[src/rtl/audio_pkg.sv]
// Shared constants and types for the DECA audio path: sample/frame geometry,
// the default clock plan used by the codec configuration controller, and debug views.
package audio_pkg;

   localparam int SAMPLE_W = 16;
   localparam int SLOTS    = 32;
   localparam int FRAME_W  = 2 * SAMPLE_W;
   localparam int SLOT_W   = $clog2(SLOTS);

   // 50 MHz / (2*2) = 12.5 MHz MCLK; 50 MHz / (2*16) = 1.5625 MHz BCLK
   localparam int MCLK_DIV_DEF = 2;
   localparam int BCLK_DIV_DEF = 16;

   typedef enum logic {
      ST_IDLE = 1'b0,
      ST_RUN  = 1'b1
   } tx_state_t;

   typedef struct packed {
      tx_state_t         state;
      logic [SLOT_W-1:0] slot;
      logic              hold_full;
      logic              frame_load;
      logic              bclk_fall;
      logic              mclk_fall;
   } tx_dbg_t;

   // Upper half of the frame carries the right channel, so WCLK is high there.
   function automatic logic slot_is_right(input logic [SLOT_W-1:0] slot);
      return slot >= SLOT_W'(SLOTS / 2);
   endfunction

endpackage

[src/rtl/audio_clk_div.sv]
// Toggle divider: output flips every DIV enabled cycles; o_fall strobes in the
// cycle whose edge takes the output from 1 to 0. Disabled means held at 0.
module audio_clk_div #(
   parameter int DIV = 2
) (
   input  logic CLK_50,
   input  logic RESET_n,
   input  logic i_en,
   output logic o_clk,
   output logic o_fall
);

   localparam int            CW = (DIV > 1) ? $clog2(DIV) : 1;
   localparam logic [CW-1:0] TC = CW'(DIV - 1);

   logic [CW-1:0] r_cnt;
   logic          r_clk;
   logic          w_tc;

   assign w_tc = i_en && (r_cnt == TC);

   always_ff @(posedge CLK_50 or negedge RESET_n) begin
      if (!RESET_n) begin
         r_cnt <= '0;
         r_clk <= 1'b0;
      end else if (!i_en) begin
         r_cnt <= '0;
         r_clk <= 1'b0;
      end else if (w_tc) begin
         r_cnt <= '0;
         r_clk <= ~r_clk;
      end else begin
         r_cnt <= r_cnt + CW'(1);
      end
   end

   assign o_clk  = r_clk;
   assign o_fall = w_tc && r_clk;

endmodule

[src/rtl/audio_i2s_tx.sv]
// I2S transmitter for the codec: generates MCLK/BCLK/WCLK and serialises 16-bit
// stereo samples taken through a one-deep holding register (valid/ready).
//
// Handshake: a pair {iL,iR} transfers on a CLK_50 edge where iVALID && oREADY;
// iVALID may assert at any time, and once a pair is offered the producer holds it
// stable until oREADY is seen high on an edge. oREADY never depends on iVALID.
module audio_i2s_tx
   import audio_pkg::*;
#(
   parameter int MCLK_DIV = MCLK_DIV_DEF,
   parameter int BCLK_DIV = BCLK_DIV_DEF,
   parameter int UNDER_W  = 16
) (
   input  logic                CLK_50,
   input  logic                RESET_n,
   input  logic                iCFG_DONE,
   input  logic [SAMPLE_W-1:0] iL,
   input  logic [SAMPLE_W-1:0] iR,
   input  logic                iVALID,
   output logic                oREADY,
   output logic                oMCLK,
   output logic                oBCLK,
   output logic                oWCLK,
   output logic                oDOUT,
   output logic [UNDER_W-1:0]  oUNDERRUN,
   output tx_dbg_t             oDBG
);

   tx_state_t          r_state;
   tx_state_t          w_state_nxt;
   logic               w_run;
   logic               w_ready;

   logic               w_mclk;
   logic               w_mclk_fall;
   logic               w_bclk;
   logic               w_bclk_fall;

   logic [SLOT_W-1:0]  r_slot;
   logic [SLOT_W-1:0]  w_slot_nxt;
   logic               w_load;
   logic [FRAME_W-1:0] r_sh;
   logic               r_dout;
   logic               r_wclk;

   logic [FRAME_W-1:0] r_hold;
   logic               r_full;
   logic               w_xfer;
   logic [UNDER_W-1:0] r_under;

   // ---------------------------------------------------------------- FSM
   always_ff @(posedge CLK_50 or negedge RESET_n) begin
      if (!RESET_n) r_state <= ST_IDLE;
      else          r_state <= w_state_nxt;
   end

   always_comb begin
      w_state_nxt = r_state;
      case (r_state)
         ST_IDLE: if (iCFG_DONE)  w_state_nxt = ST_RUN;
         ST_RUN:  if (!iCFG_DONE) w_state_nxt = ST_IDLE;
         default:                 w_state_nxt = ST_IDLE;
      endcase
   end

   // Losing iCFG_DONE stops the bit clock on the same edge that leaves RUN.
   always_comb begin
      w_run   = 1'b0;
      w_ready = 1'b0;
      if (r_state == ST_RUN) begin
         w_run   = iCFG_DONE;
         w_ready = !r_full;
      end
   end

   // ------------------------------------------------------------- clocks
   audio_clk_div #(.DIV(MCLK_DIV)) u_mclk_div (
      .CLK_50  (CLK_50),
      .RESET_n (RESET_n),
      .i_en    (1'b1),
      .o_clk   (w_mclk),
      .o_fall  (w_mclk_fall)
   );

   audio_clk_div #(.DIV(BCLK_DIV)) u_bclk_div (
      .CLK_50  (CLK_50),
      .RESET_n (RESET_n),
      .i_en    (w_run),
      .o_clk   (w_bclk),
      .o_fall  (w_bclk_fall)
   );

   // ---------------------------------------------------- frame / shifter
   assign w_slot_nxt = r_slot + SLOT_W'(1);
   assign w_load     = w_bclk_fall && (w_slot_nxt == '0);

   always_ff @(posedge CLK_50 or negedge RESET_n) begin
      if (!RESET_n) begin
         r_slot <= '0;
         r_sh   <= '0;
         r_dout <= 1'b0;
         r_wclk <= 1'b0;
      end else if (!w_run) begin
         r_slot <= '0;
         r_sh   <= '0;
         r_dout <= 1'b0;
         r_wclk <= 1'b0;
      end else if (w_bclk_fall) begin
         r_dout <= r_sh[FRAME_W-1];
         r_slot <= w_slot_nxt;
         r_wclk <= slot_is_right(w_slot_nxt);
         if (w_load) r_sh <= r_full ? r_hold : '0;
         else        r_sh <= {r_sh[FRAME_W-2:0], 1'b0};
      end
   end

   // ---------------------------------------------- holding register / underrun
   assign w_xfer = iVALID && w_ready;

   // A load and a transfer can share an edge only when the register was empty,
   // so the transfer simply wins and the new pair waits for the next frame.
   always_ff @(posedge CLK_50 or negedge RESET_n) begin
      if (!RESET_n) begin
         r_full <= 1'b0;
         r_hold <= '0;
      end else if (!w_run) begin
         r_full <= 1'b0;
      end else begin
         if (w_load) r_full <= 1'b0;
         if (w_xfer) begin
            r_full <= 1'b1;
            r_hold <= {iL, iR};
         end
      end
   end

   always_ff @(posedge CLK_50 or negedge RESET_n) begin
      if (!RESET_n) begin
         r_under <= '0;
      end else if (w_run && w_load && !r_full && !(&r_under)) begin
         r_under <= r_under + UNDER_W'(1);
      end
   end

   // ------------------------------------------------------------ outputs
   assign oREADY    = w_ready;
   assign oMCLK     = w_mclk;
   assign oBCLK     = w_bclk;
   assign oWCLK     = r_wclk;
   assign oDOUT     = r_dout;
   assign oUNDERRUN = r_under;

   always_comb begin
      oDBG            = '0;
      oDBG.state      = r_state;
      oDBG.slot       = r_slot;
      oDBG.hold_full  = r_full;
      oDBG.frame_load = w_load;
      oDBG.bclk_fall  = w_bclk_fall;
      oDBG.mclk_fall  = w_mclk_fall;
   end

endmodule

[config.mk]
export PLATFORM = sky130hd
export DESIGN_NAME = audio_i2s_tx
export DESIGN_NICKNAME = d
export VERILOG_FILES = /design/src/rtl/audio_pkg.sv /design/src/rtl/audio_clk_div.sv /design/src/rtl/audio_i2s_tx.sv
export SDC_FILE = /design/constraint.sdc
export NUM_CORES = 1
export LEC_CHECK = 0
export ABC_AREA = 1
export CORE_ASPECT_RATIO = 0.5
export CORE_UTILIZATION = 40
export CTS_CLUSTER_DIAMETER = 30
export DETAILED_ROUTE_END_ITERATION = 12
export GPL_TIMING_DRIVEN = 1
export PLACE_DENSITY = 0.72
export SLEW_MARGIN = 20
export SYNTH_ARGS = -nofsm -noshare
export SYNTH_HDL_FRONTEND = slang
export SYNTH_SLANG_ARGS = --single-unit
[constraint.sdc]
create_clock -name CLK_50 -period 1.65 [get_ports CLK_50]
set_clock_uncertainty 0.05 [all_clocks]
set_input_delay 0.33 -clock CLK_50 [delete_from_list [all_inputs] [get_ports CLK_50]]
set_output_delay 0.33 -clock CLK_50 [all_outputs]
set_load 0.05 [all_outputs]
==> results of run 1 <==
## through the flow
step | total power (uW) | cell area, um^2 | hold slack, ns | utilization [%]
floorplan | 2860 | 4660 | -0.0156 | -
global placement | 3090 | 6070 | 0.322 | 58.2
detailed placement | 3110 | 6070 | 0.324 | 58.2
CTS | 5120 | 6680 | 0.395 | 63.9
global route | 5280 | 6750 | 0.403 | 64.6
finish | 5060 | 6750 | 0.397 | 64.6
## Yosys cell counts
master / instances
a22o_1: 2
inv_2: 2
nand2_2: 1
buf_6: 1
nor3_4: 1
inv_1: 37
xor2_1: 1
buf_4: 10
nand4_1: 16
dfrtp_1: 96
clkbuf_1: 10
buf_2: 10
nor2_4: 1
nand2_1: 93
nor3_1: 4
mux2_2: 32
nand3_1: 119
a21oi_1: 1
o21ai_1: 1
o21ai_0: 7
nor2_1: 18
nor2_2: 1
ha_1: 4
nand3b_1: 1
xnor2_1: 1
## state kept, by name, indices dropped and copies added (netlist names)
signal,count
oWCLK,1
r_hold,32
u_bclk_div.o_clk,1
r_full,1
u_mclk_div.o_clk,1
oUNDERRUN,16
r_sh,32
oDOUT,1
u_bclk_div.r_cnt,4
r_slot,5
r_state,1
u_mclk_div.r_cnt,1
## path summary, 6_finish.rpt
path,start,to,cells after the start
setup / recovery,u_bclk_div.r_cnt[1],oDBG[2],7
hold / removal,u_mclk_div.r_cnt,u_mclk_div.r_cnt,1
setup reg to reg,r_slot[1],oUNDERRUN[14],14
hold reg to reg,u_mclk_div.r_cnt,u_mclk_div.r_cnt,1
max in group asynchronous,RESET_n,oUNDERRUN[2],3
min in group asynchronous,RESET_n,r_sh[6],3
## repair_timing
action	CTS	global route
hold buffers	1	0
pin swaps	13	13
endpoints found under the setup margin	55	58
gates cloned	5	1
buffers inserted	9	4
hold endpoints to repair	96	0
resized for setup	21	14
## final cells by class
cell class	instances	area share, %
multi-input combinational	304	28.8
inverter	39	2.21
timing repair buffer	134	26.5
tap	140	2.60
clock buffer	11	3.60
clock inverter	5	0.612
sequential	96	35.7
## cells by family after synthesis
family	synth area share [%]
muxes	8.20
adders and majority gates	1.14
and+or+nand+nor	26.9
xor gates and xnor gates	0.399
DFF	54.7
buffers and inverters	7.29
AOI/OAI and AO/OA	1.42
## critical path, stage by stage, from the launching register on
cell and delay, ns:
dfrtp_1 0.40, ha_4 0.17, nand3_4 0.08, nor3_4 0.17
nand2_2 0.10, nor2_4 0.13, buf_12 0.12, buf_12 0.12
## power by group
part	switching (uW)	leakage (uW)	internal [uW]	total, uW
clock network	921	0.000138	1080	2000
logic	173	0.00172	262	435
registers	99.1	0.00123	2530	2630
total	1190	0.00309	3870	5060
## layer usage
metal	wire length [um]	vias up	global-route usage [%]
li1	-	1804	-
met1	4620	1857	27.0
met2	5380	91	33.4
met3	546	6	5.15
met4	78	0	5.45
met5	0	-	0
==> summary.txt, run 1 <==
Global route
  • First-pass GRT wire length: 18,100 um
  • Grt ovf: 0
  • Initial antenna violation count: 0
  • Vias in the first global route: 3,739
  • GRT Total Usage: 20.4%
  • Largest net degree at the start of global routing: 70

Timing
  • Tmin final: 2.01 ns
  • Crit share post-route: 122%
  • Setup Viol. Count Final: 54
  • Fmax: 497 MHz
  • Measured slew at the worst slew-check pin: 0.370 ns
  • Final Hold Fails: 0
  • Worst rel slew slack: 75.3%
  • Final worst slack: -0.363 ns
  • RSZ-0062 raised after global routing: yes
  • Slew Limit Fails: 0
  • Setup TNS: -8.47 ns

Floorplanning
  • Starting Density: 42.1%
  • Core area: 0.0104 mm^2
  • Die Y: 76.1 um
  • Die Area: 0.0114 mm^2
  • Rows: 26
  • # IOs: 67
  • Die Span X: 150 um

Clock network
  • Clk pin slew, worst setup/hold paths: 0.07 ns
  • CTS tree: done
  • CTS Buf Count: 9
  • H-Tree Depth: 3
  • Clock sink total: 96
  • Clk_lat worst skew: 0.35 ns
  • Root Driver: clkbuf_16
  • Clock buffer depth: 2

Finish
  • Final cell count without fillers: 729
  • Multi-input gate area: 0.00194 mm^2
  • Fill cells: 797
  • Storage cell area: 0.00241 mm^2
  • Final nets: 624
  • Most common cell after layout, fill and taps aside: dfrtp_1
  • Area growth, synth to finish: 53.6%
  • Diodes inserted: 0
  • Share of cells above drive strength 1: 35.7%
  • Commonest non-fill, non-tap cells in the layout: 88 x dfrtp_1, 87 x nand2_1, 85 x nand3_1, 44 x buf_4, 43 x buf_12

Worst setup path
  • Worst-path fanout max: 2
  • Startpoint Class: flop
  • Setup CP Type: flop to primary output
  • R2r setup slk: -0.24 ns
  • Crit end category: primary output
  • Arrival time worst endpoint: 1.63 ns
  • Required time worst endpoint: 1.27 ns

Place
  • DP Cell Count: 695
  • Hpwl dp: 6710 um
  • Post-place setup slack: -0.424 ns
  • Number of port buffers: 66
  • Routability congestion estimate: 0.787

Synthesis
  • Yosys warnings: 0
  • Unique masters post-synth: 25
  • Syn Inst Count: 470
  • Syn nets: 510
  • Yosys top cell area share: 54.7%
  • Yosys reg bits: 96
  • Synth top area cells: dfrtp_1 55%, nand3_1 14%, mux2_2 8.2%, nand2_1 7.9%, inv_1 3.2%
  • Syn_area_per_cell: 9.35 um^2
  • Sequential share of the synthesized area: 54.7%
  • Cell area after synthesis: 0.00439 mm^2
  • Synth area leader: dfrtp_1

Routing
  • DRT Wirelength: 10,600 um
  • DR vias: 3,758
  • Via/cell ratio: 5.16
  • Routed Antenna Nets: 0
  • DRC violations left: 0
  • Detailed Route Iter0 Violations: 244
  • First-pass DRT Iterations: 4
  • Routed WL per cell: 14.6 um

Worst hold path
  • HP Class: flop to flop

Job
  • Max Cap Viol: 0

Run status
  • Outcome: complete, but fails checks
  • Failing checks: negative setup slack

Power and ir drop
  • Cell area power density: 750 mW/mm^2
  • Leak pwr: 0.00309 uW
  • Worst vdd ir: 0.447 mV
Note: power is estimated with default switching activity, not from simulation.
==> inputs of run 2 (changes only) <==
--- a/config.mk
+++ b/config.mk
@@ -7,11 +7,11 @@
 export LEC_CHECK = 0
 export ABC_AREA = 1
 export CORE_ASPECT_RATIO = 0.5
-export CORE_UTILIZATION = 40
+export CORE_UTILIZATION = 36
 export CTS_CLUSTER_DIAMETER = 30
 export DETAILED_ROUTE_END_ITERATION = 12
 export GPL_TIMING_DRIVEN = 1
-export PLACE_DENSITY = 0.72
+export PLACE_DENSITY = 0.67
 export SLEW_MARGIN = 20
 export SYNTH_ARGS = -nofsm -noshare
 export SYNTH_HDL_FRONTEND = slang
==> summary.txt, run 2 (synthesis results as in run 1) <==
Worst setup path
  • Required time worst endpoint: 1.27 ns
  • Arrival time worst endpoint: 1.70 ns
  • Worst-path fanout max: 4
  • Setup CP Type: flop to primary output
  • Worst r2r src: r_slot[1]
  • R2R depth: 13
  • R2r setup slk: -0.38 ns
  • Crit end category: primary output
  • R2r endpoint: oUNDERRUN[14]
  • Startpoint Class: flop

Timing
  • Crit share post-route: 126%
  • Worst rel slew slack: 67.6%
  • Final worst slack: -0.435 ns
  • Measured slew at the worst slew-check pin: 0.485 ns
  • Slew Limit Fails: 0
  • RSZ-0062 raised after global routing: yes
  • Setup TNS: -15.89 ns
  • Fmax: 480 MHz
  • Setup Viol. Count Final: 58
  • Final Hold Fails: 0
  • Tmin final: 2.08 ns

Finish
  • Post-route cell area: 0.00730 mm^2
  • Final core utilization: 61.7%
  • Most common cell after layout, fill and taps aside: dfrtp_1
  • Area growth, synth to finish: 66.3%
  • Fill cells: 909
  • Diodes inserted: 0
  • Share of cells above drive strength 1: 47.4%
  • Storage cell area: 0.00241 mm^2
  • Multi-input gate area: 0.00218 mm^2
  • Commonest non-fill, non-tap cells in the layout: 87 x dfrtp_1, 69 x nand2_1, 63 x nand3_2, 53 x nand3_1, 53 x buf_4
  • Final nets: 651

Place
  • Routability congestion estimate: 0.806
  • Number of port buffers: 66
  • Post-place setup slack: -0.447 ns
  • Hpwl dp: 7140 um
  • Post-DP Area: 0.00608 mm^2

Global route
  • First-pass GRT wire length: 19,100 um
  • GRT Total Usage: 19.8%
  • Initial antenna violation count: 0
  • Vias in the first global route: 3,918
  • Grt ovf: 0
  • Largest net degree at the start of global routing: 34

Clock network
  • Root Driver: clkbuf_16
  • Clk_lat worst skew: 0.35 ns
  • Clk pin slew, worst setup/hold paths: 0.07 ns
  • CTS tree: done
  • H-Tree Depth: 3
  • Clock buffer depth: 2
  • Clock sink total: 96
  • CTS Buf Count: 9

Power and ir drop
  • Leak pwr: 0.00345 uW
  • Flop pwr share: 49.7%
  • Cell area power density: 730 mW/mm^2
  • Sw Ratio: 24.7%
  • Clock power frac: 41.3%
  • P_int: 4020 uW
  • Logic pwr share: 9.0%
  • Total design power: 5330 uW
  • Worst vdd ir: 0.453 mV
  • Switch Pwr: 1320 uW

Floorplanning
  • # IOs: 67
  • Die Area: 0.0127 mm^2
  • Core area: 0.0118 mm^2
  • Die Y: 80.1 um
  • Rows: 28
  • Die Span X: 158 um
  • Starting Density: 37.1%

Routing
  • Via/cell ratio: 5.06
  • Routed Antenna Nets: 0
  • DR vias: 3,948
  • Routed WL per cell: 16.2 um
  • First-pass DRT Iterations: 8
  • Detailed Route Iter0 Violations: 213
  • DRC violations left: 1
  • DRT Wirelength: 12,700 um

Worst hold path
  • WHS Path Cells: 1
  • Worst Hold End: u_mclk_div.r_cnt
  • HP Class: flop to flop
  • Hold Startpoint: u_mclk_div.r_cnt

Run status
  • Outcome: complete, but fails checks
  • Failing checks: design-rule violations, negative setup slack

Job
  • Max Cap Viol: 0
## run 2: what timing repair did
item,in CTS,in global routing
setup buffers,27,11
hold buffers,1,0
endpoints found under the hold margin,30,0
gates resized for setup,90,55
pin swaps,16,16
gates cloned,6,2
setup endpoints to repair,54,59
## run 2: final cells by class
type / instances / share of cell area, %
sequential: 96 / 33.0
inverter: 39 / 2.07
timing repair buffer: 161 / 27.9
multi-input combinational: 304 / 29.8
tap: 165 / 2.83
clock inverter: 7 / 1.23
clock buffer: 9 / 3.08
## run 2: routing by layer
metal	part of all wire [%]	vias up	track usage, %
met5	0	-	0
met4	1.0	0	5.58
met3	3.6	12	4.43
met2	51	71	33.4
met1	44	2013	25.5
li1	-	1852	-
## run 2: how the worst max path moves through the flow
stage | slack [ns] | cells after the start | from | endpoint
6_report | -0.43 | 8 | r_slot[1] | oDBG[2]
5_1_grt | -0.49 | 8 | r_slot[0] | oDBG[2]
4_1_cts | -0.37 | 8 | r_slot[1] | oDBG[2]
3_5_place_dp | -0.45 | 8 | iCFG_DONE | r_sh[12]
3_3_place_gp | -0.39 | 8 | iCFG_DONE | r_sh[12]
2_1_floorplan | -0.27 | 9 | r_slot[0] | oDBG[2]
## run 2: worst max-delay path, stage by stage (launching register included)
cell	delay, ns
dfrtp_2	0.45
ha_4	0.19
nand3_1	0.07
nand2_1	0.07
nand2_1	0.10
nand2_2	0.08
nor2_4	0.14
buf_12	0.12
buf_12	0.12
## run 2: power by group through the flow
stage / Sequential, uW / Clock [uW] / Combinational, uW
2_1_floorplan: 2640 / 0 / 224
3_3_place_gp: 2680 / 0 / 420
3_5_place_dp: 2680 / 0 / 434
4_1_cts: 2650 / 2230 / 458
5_1_grt: 2670 / 2360 / 521
6_report: 2650 / 2200 / 482
## run 2: through the flow
| step | std cells | hold WS [ns] |
|---|---|---|
| finish | 781 | 0.392 |
| global route | 781 | 0.432 |
| CTS | 772 | 0.399 |
| detailed placement | 726 | 0.272 |
| global placement | 726 | 0.272 |
| floorplan | 470 | -0.0156 |
==> inputs of run 3 (changes only) <==
--- a/config.mk
+++ b/config.mk
@@ -12,6 +12,7 @@
 export DETAILED_ROUTE_END_ITERATION = 12
 export GPL_TIMING_DRIVEN = 1
 export PLACE_DENSITY = 0.67
+export SKIP_LAST_GASP = 1
 export SLEW_MARGIN = 20
 export SYNTH_ARGS = -nofsm -noshare
 export SYNTH_HDL_FRONTEND = slang
==> summary.txt, run 3 (synthesis results as in run 1) <==
Run status
  • Outcome: complete, but fails checks
  • Failing checks: negative setup slack

Global route
  • Grt ovf: 0
  • GRT Total Usage: 19.3%
  • Initial antenna violation count: 0
  • Vias in the first global route: 3,905
  • Largest net degree at the start of global routing: 34
  • First-pass GRT wire length: 18,800 um

Floorplanning
  • Die Y: 80.1 um
  • Rows: 28
  • Starting Density: 37.1%
  • # IOs: 67
  • Core area: 0.0118 mm^2
  • Die Area: 0.0127 mm^2
  • Die Span X: 158 um

Worst setup path
  • Peak per-stage delay on the critical path: 0.44 ns
  • R2r setup slk: -0.37 ns
  • Delay-heaviest family, CP: simple AND/OR/NAND/NOR gates
  • Setup CP Type: flop to primary output
  • Worst-path fanout max: 4
  • Arrival time worst endpoint: 1.71 ns
  • Slowest cell on the critical path: dfrtp_2
  • Critical-path cell list: ha_4 -> nand3_1 -> nand2_1 -> nand2_1 -> nand2_2 -> nor2_4 -> buf_12 -> buf_12
  • Crit end category: primary output
  • Worst r2r src: r_slot[0]
  • Required time worst endpoint: 1.27 ns
  • R2R depth: 13
  • Buffer and inverter count on the worst path: 2
  • R2r endpoint: oUNDERRUN[14]
  • Startpoint Class: flop

Finish
  • Share of cells above drive strength 1: 44.0%
  • Most common cell after layout, fill and taps aside: dfrtp_1
  • Commonest non-fill, non-tap cells in the layout: 89 x dfrtp_1, 75 x nand2_1, 63 x nand3_1, 54 x buf_4, 53 x nand3_2
  • Final nets: 647
  • Diodes inserted: 0
  • Area growth, synth to finish: 63.9%
  • Final core utilization: 60.8%
  • Final cell count without fillers: 777

Routing
  • Routed WL per cell: 15.7 um
  • DRC violations left: 0
  • Routed Antenna Nets: 0
  • DRT Wirelength: 12,200 um
  • Via/cell ratio: 5.06
  • Detailed Route Iter0 Violations: 272
  • DR vias: 3,929
  • First-pass DRT Iterations: 6

Timing
  • Setup TNS: -14.78 ns
  • Setup Viol. Count Final: 58
  • Tmin final: 2.09 ns
  • Slew Limit Fails: 0
  • Final worst slack: -0.436 ns
  • RSZ-0062 raised after global routing: yes
  • Final Hold Fails: 0
  • Measured slew at the worst slew-check pin: 0.475 ns
  • Fmax: 479 MHz
  • Crit share post-route: 126%
  • Worst rel slew slack: 68.3%

Place
  • Number of port buffers: 66
  • Post-place setup slack: -0.447 ns
  • DP Cell Count: 726
  • Hpwl dp: 7140 um
  • Routability congestion estimate: 0.806

Clock network
  • CTS Buf Count: 9
  • Clock buffer depth: 2
  • H-Tree Depth: 3
  • CTS tree: done
  • Clock sink total: 96
  • Clk_lat worst skew: 0.34 ns
  • Root Driver: clkbuf_16
  • Clk pin slew, worst setup/hold paths: 0.07 ns

Job
  • Max Cap Viol: 0

Power and ir drop
  • Leak pwr: 0.00338 uW
  • Cell area power density: 740 mW/mm^2
  • Worst vdd ir: 0.477 mV

Worst hold path
  • HP Class: flop to flop
  • Hold Startpoint: u_mclk_div.r_cnt
  • WHS Path Cells: 1
  • Worst Hold End: u_mclk_div.r_cnt
## run 3: cell count changes in the layout (fill, tap and decap cells not counted), moves of 2 or more
cell,previous run,this run
nand3_1,53,63
nand3_2,63,53
nand2_2,21,12
buf_6,18,12
nand2_1,69,75
nand2_4,4,7
dfrtp_1,87,89
dfrtp_2,9,7
o21ai_0,2,4
## run 3: report_power, final
| part | internal (uW) | switching (uW) | leakage (uW) |
|---|---|---|---|
| combinational | 284 | 198 | 0.00200 |
| clock | 1210 | 989 | 0.000147 |
| sequential | 2530 | 119 | 0.00123 |
| total | 4020 | 1310 | 0.00338 |
## run 3: what timing repair did
item / CTS / global route
hold buffers: 1 / 0
pin swaps: 16 / 18
cloned: 6 / 2
hold endpoints to repair: 30 / 0
resized for setup: 71 / 43
setup buffers: 27 / 10
setup endpoints to repair: 54 / 59
## run 3: how the worst max path moves through the flow
stage | start | depth (start not counted) | slack, ns | to
2_1_floorplan | r_slot[0] | 9 | -0.27 | oDBG[2]
5_1_grt | r_slot[0] | 9 | -0.49 | oDBG[2]
6_report | r_slot[0] | 8 | -0.44 | oDBG[2]
3_5_place_dp | iCFG_DONE | 8 | -0.45 | r_sh[12]
3_3_place_gp | iCFG_DONE | 8 | -0.39 | r_sh[12]
4_1_cts | r_slot[1] | 8 | -0.37 | oDBG[2]
## run 3: final cells by class
class                      instances  area, um^2
fill                             907        4640
inverter                          39         151
tap                              165         206
clock buffer                       9         225
timing repair buffer             157        1990
clock inverter                     7        90.1
multi-input combinational        304        2120
sequential                        96        2410
## run 3: per-layer routing
| metal | part of all wire (%) | wire (um) | global-route usage, % |
|---|---|---|---|
| met1 | 44 | 5410 | 25.0 |
| met2 | 51 | 6190 | 32.7 |
| met3 | 3.4 | 413 | 4.32 |
| met4 | 1.2 | 152 | 4.81 |
| met5 | 0 | 0 | 0 |
## run 3: per-stage QoR
step	instance area, um^2	power, uW	hold slack (ns)
final	7200	5330	0.392
after CTS	6990	5330	0.399
after detailed placement	6080	3110	0.272
after floorplan	4660	2860	-0.0156
after global routing	7200	5540	0.436
after global placement	6080	3100	0.272
